### src/rtl/multicycle_mainfsm_if.sv
// Control bundle between the multicycle main FSM and its datapath: opcode and
// zero flag in, strobes and selects out.
interface multicycle_mainfsm_if;
    logic [6:0] op;
    logic       Zero;
    logic       PCWrite;
    logic       AdrSrc;
    logic       IRWrite;
    logic       RegWrite;
    logic       MemWrite;
    logic [1:0] ResultSrc;
    logic [1:0] ALUSrcA;
    logic [1:0] ALUSrcB;
    logic [1:0] ALUOp;
    logic [1:0] ImmSrc;
    logic       illegal_instr;

    // The FSM side drives the control signals.
    modport master (
        input  op, Zero,
        output PCWrite, AdrSrc, IRWrite, RegWrite, MemWrite,
        output ResultSrc, ALUSrcA, ALUSrcB, ALUOp, ImmSrc, illegal_instr
    );

    // The datapath side supplies the opcode and the ALU zero flag.
    modport slave (
        output op, Zero,
        input  PCWrite, AdrSrc, IRWrite, RegWrite, MemWrite,
        input  ResultSrc, ALUSrcA, ALUSrcB, ALUOp, ImmSrc, illegal_instr
    );
endinterface

### src/rtl/multicycle_mainfsm.sv
// Main control FSM of a multicycle RV32 subset (lw, sw, R, I, jal, beq).
// Define MULTICYCLE_ILLEGAL_TRAP_EN to trap unsupported opcodes in a sticky ILLEGAL state.
module multicycle_mainfsm (
    input  logic                  clk,
    input  logic                  reset,
    multicycle_mainfsm_if.master  ctrl
);

    typedef enum logic [3:0] {
        S0_FETCH    = 4'd0,
        S1_DECODE   = 4'd1,
        S2_MEMADR   = 4'd2,
        S3_MEMREAD  = 4'd3,
        S4_MEMWB    = 4'd4,
        S5_MEMWRITE = 4'd5,
        S6_EXECR    = 4'd6,
        S7_ALUWB    = 4'd7,
        S8_EXECI    = 4'd8,
        S9_JAL      = 4'd9,
        S10_BEQ     = 4'd10,
        S_ILLEGAL   = 4'd11
    } state_t;

    localparam int NUM_OPS = 6;
    localparam int HIT_LW  = 0;
    localparam int HIT_SW  = 1;
    localparam int HIT_R   = 2;
    localparam int HIT_I   = 3;
    localparam int HIT_JAL = 4;
    localparam int HIT_BEQ = 5;

    localparam logic [6:0] OPCODES [NUM_OPS] = '{
        7'b0000011,   // lw
        7'b0100011,   // sw
        7'b0110011,   // R-type
        7'b0010011,   // I-type ALU
        7'b1101111,   // jal
        7'b1100011    // beq
    };

    state_t             state_reg;
    state_t             state_next;
    logic [NUM_OPS-1:0] op_hit;

    logic       adr_src;
    logic       ir_write;
    logic       reg_write;
    logic       mem_write;
    logic       pc_update;
    logic       branch;
    logic [1:0] result_src;
    logic [1:0] alu_src_a;
    logic [1:0] alu_src_b;
    logic [1:0] alu_op;
    logic [1:0] imm_src;

    // One comparator per supported opcode; decode and ImmSrc both use these hits.
    generate
        for (genvar gi = 0; gi < NUM_OPS; gi++) begin : g_op_hit
            assign op_hit[gi] = (ctrl.op == OPCODES[gi]);
        end
    endgenerate

    always_ff @(posedge clk or negedge reset) begin
        if (!reset) begin
            state_reg <= S0_FETCH;
        end else begin
            state_reg <= state_next;
        end
    end

    always_comb begin
        state_next = state_reg;
        unique case (state_reg)
            S0_FETCH: begin
                state_next = S1_DECODE;
            end
            S1_DECODE: begin
                if (op_hit[HIT_LW] || op_hit[HIT_SW]) begin
                    state_next = S2_MEMADR;
                end else if (op_hit[HIT_R]) begin
                    state_next = S6_EXECR;
                end else if (op_hit[HIT_I]) begin
                    state_next = S8_EXECI;
                end else if (op_hit[HIT_JAL]) begin
                    state_next = S9_JAL;
                end else if (op_hit[HIT_BEQ]) begin
                    state_next = S10_BEQ;
                end else begin
`ifdef MULTICYCLE_ILLEGAL_TRAP_EN
                    state_next = S_ILLEGAL;
`else
                    state_next = S0_FETCH;
`endif
                end
            end
            S2_MEMADR: begin
                state_next = op_hit[HIT_LW] ? S3_MEMREAD : S5_MEMWRITE;
            end
            S3_MEMREAD:  state_next = S4_MEMWB;
            S4_MEMWB:    state_next = S0_FETCH;
            S5_MEMWRITE: state_next = S0_FETCH;
            S6_EXECR:    state_next = S7_ALUWB;
            S7_ALUWB:    state_next = S0_FETCH;
            S8_EXECI:    state_next = S7_ALUWB;
            S9_JAL:      state_next = S7_ALUWB;
            S10_BEQ:     state_next = S0_FETCH;
            S_ILLEGAL: begin
`ifdef MULTICYCLE_ILLEGAL_TRAP_EN
                state_next = S_ILLEGAL;
`else
                state_next = S0_FETCH;
`endif
            end
            default: begin
                state_next = S0_FETCH;
            end
        endcase
    end

    always_comb begin
        adr_src    = 1'b0;
        ir_write   = 1'b0;
        reg_write  = 1'b0;
        mem_write  = 1'b0;
        pc_update  = 1'b0;
        branch     = 1'b0;
        result_src = 2'b00;
        alu_src_a  = 2'b00;
        alu_src_b  = 2'b00;
        alu_op     = 2'b00;
        unique case (state_reg)
            S0_FETCH: begin
                ir_write   = 1'b1;
                alu_src_b  = 2'b10;
                result_src = 2'b10;
                pc_update  = 1'b1;
            end
            S1_DECODE: begin
                alu_src_a = 2'b01;
                alu_src_b = 2'b01;
            end
            S2_MEMADR: begin
                alu_src_a = 2'b10;
                alu_src_b = 2'b01;
            end
            S3_MEMREAD: begin
                adr_src = 1'b1;
            end
            S4_MEMWB: begin
                result_src = 2'b01;
                reg_write  = 1'b1;
            end
            S5_MEMWRITE: begin
                adr_src   = 1'b1;
                mem_write = 1'b1;
            end
            S6_EXECR: begin
                alu_src_a = 2'b10;
                alu_op    = 2'b10;
            end
            S7_ALUWB: begin
                reg_write = 1'b1;
            end
            S8_EXECI: begin
                alu_src_a = 2'b10;
                alu_src_b = 2'b01;
                alu_op    = 2'b10;
            end
            S9_JAL: begin
                alu_src_a = 2'b01;
                alu_src_b = 2'b10;
                pc_update = 1'b1;
            end
            S10_BEQ: begin
                alu_src_a = 2'b10;
                alu_op    = 2'b01;
                branch    = 1'b1;
            end
            default: begin
                // ILLEGAL and unused encodings keep every strobe low.
            end
        endcase
    end

    always_comb begin
        imm_src = 2'b00;
        if (op_hit[HIT_SW]) begin
            imm_src = 2'b01;
        end else if (op_hit[HIT_BEQ]) begin
            imm_src = 2'b10;
        end else if (op_hit[HIT_JAL]) begin
            imm_src = 2'b11;
        end
    end

    // Reset holds the state in Fetch; its PC and IR loads are masked so nothing updates.
    assign ctrl.PCWrite   = reset & (pc_update | (branch & ctrl.Zero));
    assign ctrl.IRWrite   = reset & ir_write;
    assign ctrl.AdrSrc    = adr_src;
    assign ctrl.RegWrite  = reg_write;
    assign ctrl.MemWrite  = mem_write;
    assign ctrl.ResultSrc = result_src;
    assign ctrl.ALUSrcA   = alu_src_a;
    assign ctrl.ALUSrcB   = alu_src_b;
    assign ctrl.ALUOp     = alu_op;
    assign ctrl.ImmSrc    = imm_src;

`ifdef MULTICYCLE_ILLEGAL_TRAP_EN
    logic illegal_reg;

    always_ff @(posedge clk or negedge reset) begin
        if (!reset) begin
            illegal_reg <= 1'b0;
        end else if (state_next == S_ILLEGAL) begin
            illegal_reg <= 1'b1;
        end
    end

    assign ctrl.illegal_instr = illegal_reg;
`else
    assign ctrl.illegal_instr = 1'b0;
`endif

endmodule
### src/flat_wrapper.sv
// flat-port wrapper written by rule: the top's interface ports become plain ports
module multicycle_mainfsm_flat 
  (clk, reset, ctrl_op, ctrl_Zero, ctrl_PCWrite, ctrl_AdrSrc, ctrl_IRWrite, ctrl_RegWrite, ctrl_MemWrite, ctrl_ResultSrc, ctrl_ALUSrcA, ctrl_ALUSrcB, ctrl_ALUOp, ctrl_ImmSrc, ctrl_illegal_instr);
  multicycle_mainfsm_if ctrl_i ();
  input  logic clk;
  input  logic reset;
  input wire logic [$bits(ctrl_i.op)-1:0] ctrl_op;
  input wire logic [$bits(ctrl_i.Zero)-1:0] ctrl_Zero;
  output wire logic [$bits(ctrl_i.PCWrite)-1:0] ctrl_PCWrite;
  output wire logic [$bits(ctrl_i.AdrSrc)-1:0] ctrl_AdrSrc;
  output wire logic [$bits(ctrl_i.IRWrite)-1:0] ctrl_IRWrite;
  output wire logic [$bits(ctrl_i.RegWrite)-1:0] ctrl_RegWrite;
  output wire logic [$bits(ctrl_i.MemWrite)-1:0] ctrl_MemWrite;
  output wire logic [$bits(ctrl_i.ResultSrc)-1:0] ctrl_ResultSrc;
  output wire logic [$bits(ctrl_i.ALUSrcA)-1:0] ctrl_ALUSrcA;
  output wire logic [$bits(ctrl_i.ALUSrcB)-1:0] ctrl_ALUSrcB;
  output wire logic [$bits(ctrl_i.ALUOp)-1:0] ctrl_ALUOp;
  output wire logic [$bits(ctrl_i.ImmSrc)-1:0] ctrl_ImmSrc;
  output wire logic [$bits(ctrl_i.illegal_instr)-1:0] ctrl_illegal_instr;
  assign ctrl_i.op = ctrl_op;
  assign ctrl_i.Zero = ctrl_Zero;
  assign ctrl_PCWrite = ctrl_i.PCWrite;
  assign ctrl_AdrSrc = ctrl_i.AdrSrc;
  assign ctrl_IRWrite = ctrl_i.IRWrite;
  assign ctrl_RegWrite = ctrl_i.RegWrite;
  assign ctrl_MemWrite = ctrl_i.MemWrite;
  assign ctrl_ResultSrc = ctrl_i.ResultSrc;
  assign ctrl_ALUSrcA = ctrl_i.ALUSrcA;
  assign ctrl_ALUSrcB = ctrl_i.ALUSrcB;
  assign ctrl_ALUOp = ctrl_i.ALUOp;
  assign ctrl_ImmSrc = ctrl_i.ImmSrc;
  assign ctrl_illegal_instr = ctrl_i.illegal_instr;
  multicycle_mainfsm u_core (.clk(clk), .reset(reset), .ctrl(ctrl_i));
endmodule
### config.mk
export PLATFORM = sky130hd
export DESIGN_NAME = multicycle_mainfsm_flat
export DESIGN_NICKNAME = d
export VERILOG_FILES = /design/src/rtl/multicycle_mainfsm_if.sv /design/src/rtl/multicycle_mainfsm.sv /design/src/flat_wrapper.sv
export SDC_FILE = /design/constraint.sdc
export NUM_CORES = 1
export LEC_CHECK = 0
export CORE_MARGIN = 1
export CORE_UTILIZATION = 42
export CTS_BUF_LIST = sky130_fd_sc_hd__clkbuf_8
export CTS_CLUSTER_DIAMETER = 150
export DETAILED_ROUTE_END_ITERATION = 16
export HOLD_SLACK_MARGIN = 0.12
export PLACE_DENSITY = 0.81
export SLEW_MARGIN = 20
export SYNTH_ARGS = -nofsm -noshare
export SYNTH_HDL_FRONTEND = slang
export SYNTH_SLANG_ARGS = --single-unit
### constraint.sdc
create_clock -name clk -period 1.6 [get_ports clk]
set_clock_uncertainty 0.2 [all_clocks]
set_input_delay 0.32 -clock clk [delete_from_list [all_inputs] [get_ports clk]]
set_output_delay 0.32 -clock clk [all_outputs]
set_load 0.01 [all_outputs]
==> results of run 1 <==
[through the flow]
step | utilization, % | setup slack (ns)
3_5_place_dp | 84.6 | -0.837
3_3_place_gp | 84.6 | -0.768
2_1_floorplan | - | -0.0340
[synthesized netlist by cell type, drive strengths merged]
cell / instances / area share, %
nor2: 6 / 4.0
or3: 1 / 1.1
o31ai: 1 / 1.3
nor3b: 2 / 3.6
nand2b: 1 / 1.1
a211oi: 1 / 1.3
nand4b: 1 / 1.6
dfrtp: 4 / 18
nor2b: 4 / 4.5
and3: 2 / 2.2
and4bb: 1 / 2.2
nor3: 1 / 0.90
nor4bb: 1 / 2.9
and4b: 1 / 1.8
maj3: 1 / 1.8
and2: 4 / 4.5
conb: 1 / 0.67
nor4b: 2 / 4.3
a21oi: 2 / 1.8
nand4: 1 / 1.1
a221oi: 1 / 2.7
inv: 3 / 2.0
o211ai: 1 / 1.3
o21a: 2 / 2.7
a41oi: 2 / 3.1
o21ai: 3 / 2.7
buf: 6 / 9.0
xor2: 2 / 3.1
mux2: 1 / 2.0
nand2: 4 / 2.7
xnor2: 1 / 1.6
nor4: 2 / 6.1
[logic make-up after synthesis]
logic type / count (synthesis) / synth area share [%]
and+or+nand+nor: 34 / 44.7
other: 1 / 0.674
buffers and inverters: 9 / 11.0
adders and majority gates: 1 / 1.80
AOI/OAI and AO/OA: 13 / 17.1
muxes: 1 / 2.02
DFF: 4 / 18.0
xor gates and xnor gates: 3 / 4.72
==> flow_metrics.env, run 1 <==
export IMPL_outcome="did not finish"
export IMPL_dp_cells=121
export IMPL_fp_dieH_um=38.4
export IMPL_io_pins=26
export IMPL_gp_congestion=0.729
export IMPL_dpl_hpwl_um=1470
export IMPL_syn_nets=76
export IMPL_syn_area_per_cell_um2=8.44
export IMPL_std_cell_rows=12
export IMPL_cts_resized=109
export IMPL_synth_cells=66
export IMPL_cts_setup_buffers=12
export IMPL_yosysWarnings=0
export IMPL_htree_levels=1
export IMPL_clock_sinks=4
export IMPL_firstError="[ERROR DPL-0033] detailed placement checks failed during check placement."
export IMPL_portBuffers=24
export IMPL_place_area_um2=991
export IMPL_die_w_um=38.4
export IMPL_clockBufferDepth=2
export IMPL_synth_area_um2=557
export IMPL_ys_ff_latch=4
export IMPL_start_util_pct=47.5
export IMPL_yosysSeqAreaShare_pct=18.0
export IMPL_ys_types=39
export IMPL_cts_root_buf="clkbuf_8"
export IMPL_stop_stage="clock tree synthesis"
export IMPL_cts_hold_buf=0
export IMPL_cts_buffers=3
==> inputs of run 2 (changes only) <==
--- a/config.mk
+++ b/config.mk
@@ -5,13 +5,10 @@
 export SDC_FILE = /design/constraint.sdc
 export NUM_CORES = 1
 export LEC_CHECK = 0
-export CORE_MARGIN = 1
-export CORE_UTILIZATION = 42
-export CTS_BUF_LIST = sky130_fd_sc_hd__clkbuf_8
-export CTS_CLUSTER_DIAMETER = 150
+export CORE_AREA = 2 2 63 65
 export DETAILED_ROUTE_END_ITERATION = 16
-export HOLD_SLACK_MARGIN = 0.12
-export PLACE_DENSITY = 0.81
+export DIE_AREA = 0 0 65 67
+export PLACE_DENSITY_LB_ADDON = 0.15
 export SLEW_MARGIN = 20
 export SYNTH_ARGS = -nofsm -noshare
 export SYNTH_HDL_FRONTEND = slang
==> run 2 against run 1 <==
Against the previous run:
- the flow now finishes, with violations (negative setup slack)
- area after synthesis unchanged
- synthesized cell count is the same
==> flow_metrics.env, run 2 <==
export IMPL_die_w_um=65
export IMPL_grt_total_usage_pct=8.65
export IMPL_drt_wl_total_um=1880
export IMPL_fin_area_um2=1280
export IMPL_synth_cells=66
export IMPL_drive_above_1_share_pct=71.9
export IMPL_layout_commonest_cell="buf_4"
export IMPL_coreArea_um2=3610
export IMPL_dr_pass1_iters=2
export IMPL_largest_register_ffs=4
export IMPL_portBuffers=24
export IMPL_first_global_vias=711
export IMPL_io_pins=26
export IMPL_yosysSeqAreaShare_pct=18.0
export IMPL_crit_type="flop to output pin"
export IMPL_vias_per_cell=3.94
export IMPL_power_density_nw_per_um2=916
export IMPL_antenna_found_initial=0
export IMPL_antenna_left=0
export IMPL_syn_area_per_cell_um2=8.44
export IMPL_wl_per_cell_um=10.7
export IMPL_clock_sinks=4
export IMPL_outcome="finished with violations"
export IMPL_fin_util_pct=35.6
export IMPL_num_fill_cells=400
export IMPL_min_period_ns=1.95
export IMPL_drc=0
export IMPL_crit_path_max_incr_delay_ns=0.42
export IMPL_cp_top_family="simple AND/OR/NAND/NOR gates"
export IMPL_postLayoutSetupSlackWorst_ns=-0.349
export IMPL_crit_path_top_delay_cell="dfrtp_2"
export IMPL_final_nets=139
export IMPL_leakage_nw=0.595
export IMPL_synth_area_um2=557
export IMPL_crit_cells=5
export IMPL_max_freq_mhz=513
export IMPL_irDropWorstVdd_mv=0.253
export IMPL_antenna_cells=0
export IMPL_violations="negative setup slack"
export IMPL_pre_cts_ws_ns=-0.775
export IMPL_design_die_area_um2=4360
export IMPL_finalCritPeriodShare_pct=122
export IMPL_path_cells="buf_4 > nor4bb_4 > and2_1 > o21a_1 > buf_2"
export IMPL_crit_path_end_kind="output pin"
export IMPL_dpl_hpwl_um=1320
export IMPL_yosysMostFrequentCell="nor2_1"
export IMPL_clockBufferDepth=2
export IMPL_ys_types=39
export IMPL_clkTransAtPathRegs_ns=0.03
export IMPL_worstHoldPathType="primary input to asynchronous set/reset pin"
export IMPL_synth_top_area_share_pct=18.0
export IMPL_via_count=694
export IMPL_synth_edf_count=0
export IMPL_worst_r2r_path_depth=7
export IMPL_synthTopCellsByArea="dfrtp_1, and2_1, nor2b_1"
export IMPL_setup_viol=18
export IMPL_rsz0062_at_grt="true"
export IMPL_gr_total_overflow=0
export IMPL_synth_common_cells="nor2_1, and2_1, dfrtp_1, nand2_1, nor2b_1"
export IMPL_cts_tree="yes"
export IMPL_cp_buffers_inverters=2
export IMPL_yosysTopAreaCell="dfrtp_1"
export IMPL_ys_flop_type="dfrtp_1"
export IMPL_area_delta_synth_final_pct=131
export IMPL_ys_ff_latch=4
export IMPL_cap_violations=0
export IMPL_cts_root_buf="clkbuf_8"
export IMPL_worst_skew_pair_late_latency_ns=0.22
export IMPL_grt_first_pass_wirelength_um=2960
export IMPL_std_cell_rows=22
export IMPL_crit_path_start_kind="flop"
export IMPL_gp_congestion=0.664
export IMPL_drtIter0Drc=21
export IMPL_maxSlewViolCount=0
export IMPL_cts_buffers=3
export IMPL_worstPathRequired_ns=1.08
export IMPL_holdWs_ns=0.240
export IMPL_start_util_pct=15.4
export IMPL_final_cell_mix="buf_4, buf_6, buf_2"
export IMPL_grt_max_degree=13
export IMPL_async_flop_share_pct=100
export IMPL_place_area_um2=1040
export IMPL_ff2ff_setup_slack_ns=-0.24
export IMPL_syn_nets=76
export IMPL_hold_viol=0
export IMPL_htree_levels=1
export IMPL_total_power_mw=1.18
export IMPL_cp_max_fo=3
export IMPL_yosysWarnings=0
export IMPL_fp_dieH_um=67
export IMPL_crit_arrival_ns=1.43
run 2: cell counts after synthesis:
Identical to the previous run, type by type.
run 2: worst register-to-register path, delay by kind of cell, from the launching register on:
kind	cells	cell delay, ns
buffers and inverters	4	0.49
flip-flops	1	0.42
AND/OR/NAND/NOR	1	0.32
AO/OA/AOI/OAI	2	0.27
run 2: power by group:
group | leakage [nW] | internal, mW | switching (mW)
Sequential | 0.0488 | 0.123 | 0.0376
Combinational | 0.523 | 0.469 | 0.323
Clock | 0.0228 | 0.170 | 0.0543
Total | 0.595 | 0.762 | 0.415
run 2: final cells by class:
class                           instances  area, um2  share of cell area, %
Tap cell                               48       60.1                   4.67
Inverter                                3       11.3                  0.876
Sequential cell                         4        104                   8.08
Clock buffer                            4       45.0                   3.51
Multi-Input combinational cell         53        515                   40.1
Timing Repair Buffer                   64        549                   42.7
run 2: logic make-up after synthesis:
group | share of synthesized area, %
XOR/XNOR | 4.72
buffers and inverters | 11.0
adder cells (fa/ha/maj) | 1.80
multiplexers | 2.02
flip-flops | 18.0
other | 0.674
AO/OA/AOI/OAI | 17.1
AND/OR/NAND/NOR | 44.7
run 2: per-layer routing:
| metal | part of all wire, % | vias up | track usage [%] |
|---|---|---|---|
| met2 | 50 | 21 | 16.0 |
| met1 | 45 | 307 | 10.1 |
| li1 | - | 363 | - |
| met5 | 0 | - | 0 |
| met3 | 3.6 | 3 | 0.676 |
| met4 | 1.3 | 0 | 3.99 |
run 2: stage by stage:
| stage | std cells | TNS, ns |
|---|---|---|
| 3_3_place_gp | 158 | -7.63 |
| 5_1_grt | 176 | -4.57 |
| 3_5_place_dp | 158 | -7.70 |
| 2_1_floorplan | 66 | -0.0689 |
| 6_report | 176 | -3.35 |
| 4_1_cts | 170 | -3.62 |
run 2: worst paths after layout:
kind,start,end
max in group asynchronous,reset,u_core.state_reg[0]
worst min register to register,u_core.state_reg[0],u_core.state_reg[0]
worst max register to register,u_core.state_reg[2],u_core.state_reg[2]
min in group clk,ctrl_op[4],u_core.state_reg[1]
worst min-delay path,reset,u_core.state_reg[1]
worst max-delay path,u_core.state_reg[2],ctrl_PCWrite
run 2: repair_timing:
| item | in CTS | in global routing |
|---|---|---|
| hold buffers | 0 | 0 |
| endpoints found under the setup margin | 19 | 19 |
| setup buffers | 7 | 7 |
| gates cloned | 1 | 0 |
| pin swaps | 14 | 19 |
| resized for setup | 93 | 30 |
No activity file was read; power rests on OpenSTA's default activity.
==> inputs of run 3 (changes only) <==
--- a/config.mk
+++ b/config.mk
@@ -9,6 +9,7 @@
 export DETAILED_ROUTE_END_ITERATION = 16
 export DIE_AREA = 0 0 65 67
 export PLACE_DENSITY_LB_ADDON = 0.15
+export SKIP_LAST_GASP = 1
 export SLEW_MARGIN = 20
 export SYNTH_ARGS = -nofsm -noshare
 export SYNTH_HDL_FRONTEND = slang
==> constraint.sdc (replaced) <==
create_clock -name clk -period 2.3 [get_ports clk]
set_clock_uncertainty 0.2 [all_clocks]
set_input_delay 0.46 -clock clk [delete_from_list [all_inputs] [get_ports clk]]
set_output_delay 0.46 -clock clk [all_outputs]
set_load 0.01 [all_outputs]
==> run 3 against run 2 <==
Against the previous run:
- worst hold slack better by 0.13 ns
- flip-flop and latch count unchanged
- the run now ends clean
- critical path depth unchanged
- total power down 46%
==> flow_metrics.env, run 3 (synthesis gave the netlist of run 2 again) <==
export IMPL_cp_max_fo=2
export IMPL_largest_register_ffs=4
export IMPL_antenna_left=0
export IMPL_std_cell_rows=22
export IMPL_wl_per_cell_um=9.75
export IMPL_via_count=625
export IMPL_cts_buffers=3
export IMPL_irDropWorstVdd_mv=0.141
export IMPL_finalCritPeriodShare_pct=98.1
export IMPL_power_density_nw_per_um2=617
export IMPL_first_global_vias=618
export IMPL_antenna_cells=0
export IMPL_grt_total_usage_pct=7.62
export IMPL_clock_sinks=4
export IMPL_drive_above_1_share_pct=35.2
export IMPL_start_util_pct=15.4
export IMPL_htree_levels=1
export IMPL_io_pins=26
export IMPL_design_die_area_um2=4360
export IMPL_drc=0
export IMPL_coreArea_um2=3610
export IMPL_num_fill_cells=388
export IMPL_cts_tree="yes"
export IMPL_final_nets=120
export IMPL_dp_cells=152
export IMPL_min_period_ns=2.26
export IMPL_crit_path_end_kind="output pin"
export IMPL_rsz0062_at_grt="true"
export IMPL_clockBufferDepth=2
export IMPL_crit_type="primary input to output pin"
export IMPL_dpl_hpwl_um=1270
export IMPL_maxSlewViolCount=0
export IMPL_cts_hold_buf=0
export IMPL_fp_dieH_um=67
export IMPL_gr_total_overflow=0
export IMPL_leakage_nw=0.498
export IMPL_crit_path_start_kind="primary input"
export IMPL_max_freq_mhz=443
export IMPL_cap_violations=0
export IMPL_area_delta_synth_final_pct=83.4
export IMPL_portBuffers=24
export IMPL_grt_first_pass_wirelength_um=2600
export IMPL_dr_pass1_iters=4
export IMPL_worstPathRequired_ns=1.64
export IMPL_die_w_um=65
export IMPL_crit_arrival_ns=1.60
export IMPL_clkTransAtPathRegs_ns=0.03
export IMPL_vias_per_cell=4.01
export IMPL_drt_wl_total_um=1520
export IMPL_worst_skew_pair_late_latency_ns=0.22
export IMPL_worstHoldPathType="primary input to asynchronous set/reset pin"
export IMPL_outcome="finished clean"
export IMPL_fin_cells=156
export IMPL_gp_congestion=0.639
export IMPL_cts_root_buf="clkbuf_8"
export IMPL_drtIter0Drc=16
export IMPL_layout_commonest_cell="buf_4"
export IMPL_setup_viol=0
export IMPL_antenna_found_initial=0
export IMPL_final_cell_mix="buf_4, clkdlybuf4s50_1, dlygate4sd2_1"
export IMPL_grt_max_degree=13
export IMPL_holdWs_ns=0.375
export IMPL_worst_r2r_path_depth=5
export IMPL_hold_viol=0
run 3: cell count changes in the layout (fill, tap and decap cells not counted), moves of 2 or more:
| cell | change |
|---|---|
| buf_6 | -17 |
| buf_2 | -13 |
| clkdlybuf4s50_1 | +8 |
| dlygate4sd2_1 | +8 |
| buf_4 | -5 |
| dlymetal6s2s_1 | +3 |
| a41oi_1 | +2 |
| a41oi_2 | -2 |
| buf_12 | -2 |
run 3: report_power, final:
group	internal, mW	leakage, nW	switching [mW]
Combinational	0.210	0.426	0.162
Clock	0.111	0.0216	0.0348
Sequential	0.0853	0.0504	0.0265
run 3: final timing paths:
path	from	to	slack [ns]
worst max-delay path	ctrl_op[1]	ctrl_ImmSrc[0]	0.04
max in group asynchronous	reset	u_core.state_reg[0]	1.41
worst min-delay path	reset	u_core.state_reg[3]	0.38
worst min register to register	u_core.state_reg[0]	u_core.state_reg[0]	0.56
worst max register to register	u_core.state_reg[1]	u_core.state_reg[2]	0.49
min in group clk	u_core.state_reg[0]	u_core.state_reg[0]	0.56
run 3: metrics by stage:
step / utilization, % / total power, mW / setup WS (ns) / cell area (um2) / setup TNS (ns)
floorplan: - / 0.305 / 0.465 / 557 / 0
global placement: 26.5 / 0.500 / -0.350 / 957 / -0.593
detailed placement: 26.5 / 0.502 / -0.407 / 957 / -0.655
CTS: 27.9 / 0.634 / -0.112 / 1010 / -0.112
global route: 28.3 / 0.679 / -0.0666 / 1020 / -0.0666
finish: 28.3 / 0.630 / 0.0435 / 1020 / 0
run 3: metal layers:
layer | share of wire (%) | GRT usage (%)
met4 | 2.6 | 4.79
met5 | 0 | 0
met1 | 46 | 8.77
met3 | 4.7 | 1.18
met2 | 46 | 13.1
run 3: repair_timing:
action,4_1_cts,5_1_grt
pin swaps,2,1
endpoints found under the setup margin,12,6
buffers inserted,1,0
resized for setup,15,12
run 3: critical path, cell delays in order:
cell	delay (ns)
clkdlybuf4s50_1	0.47
and4bb_2	0.25
nand2_1	0.06
o31ai_1	0.19
buf_2	0.17
run 3: layout make-up:
cell class,count,area [um2],share of cell area (%)
Timing Repair Buffer,45,388,38.0
Clock buffer,3,41.3,4.04
Inverter,3,11.3,1.10
Multi-Input combinational cell,53,418,40.9
Sequential cell,4,103,10.0
Tap cell,48,60.1,5.88
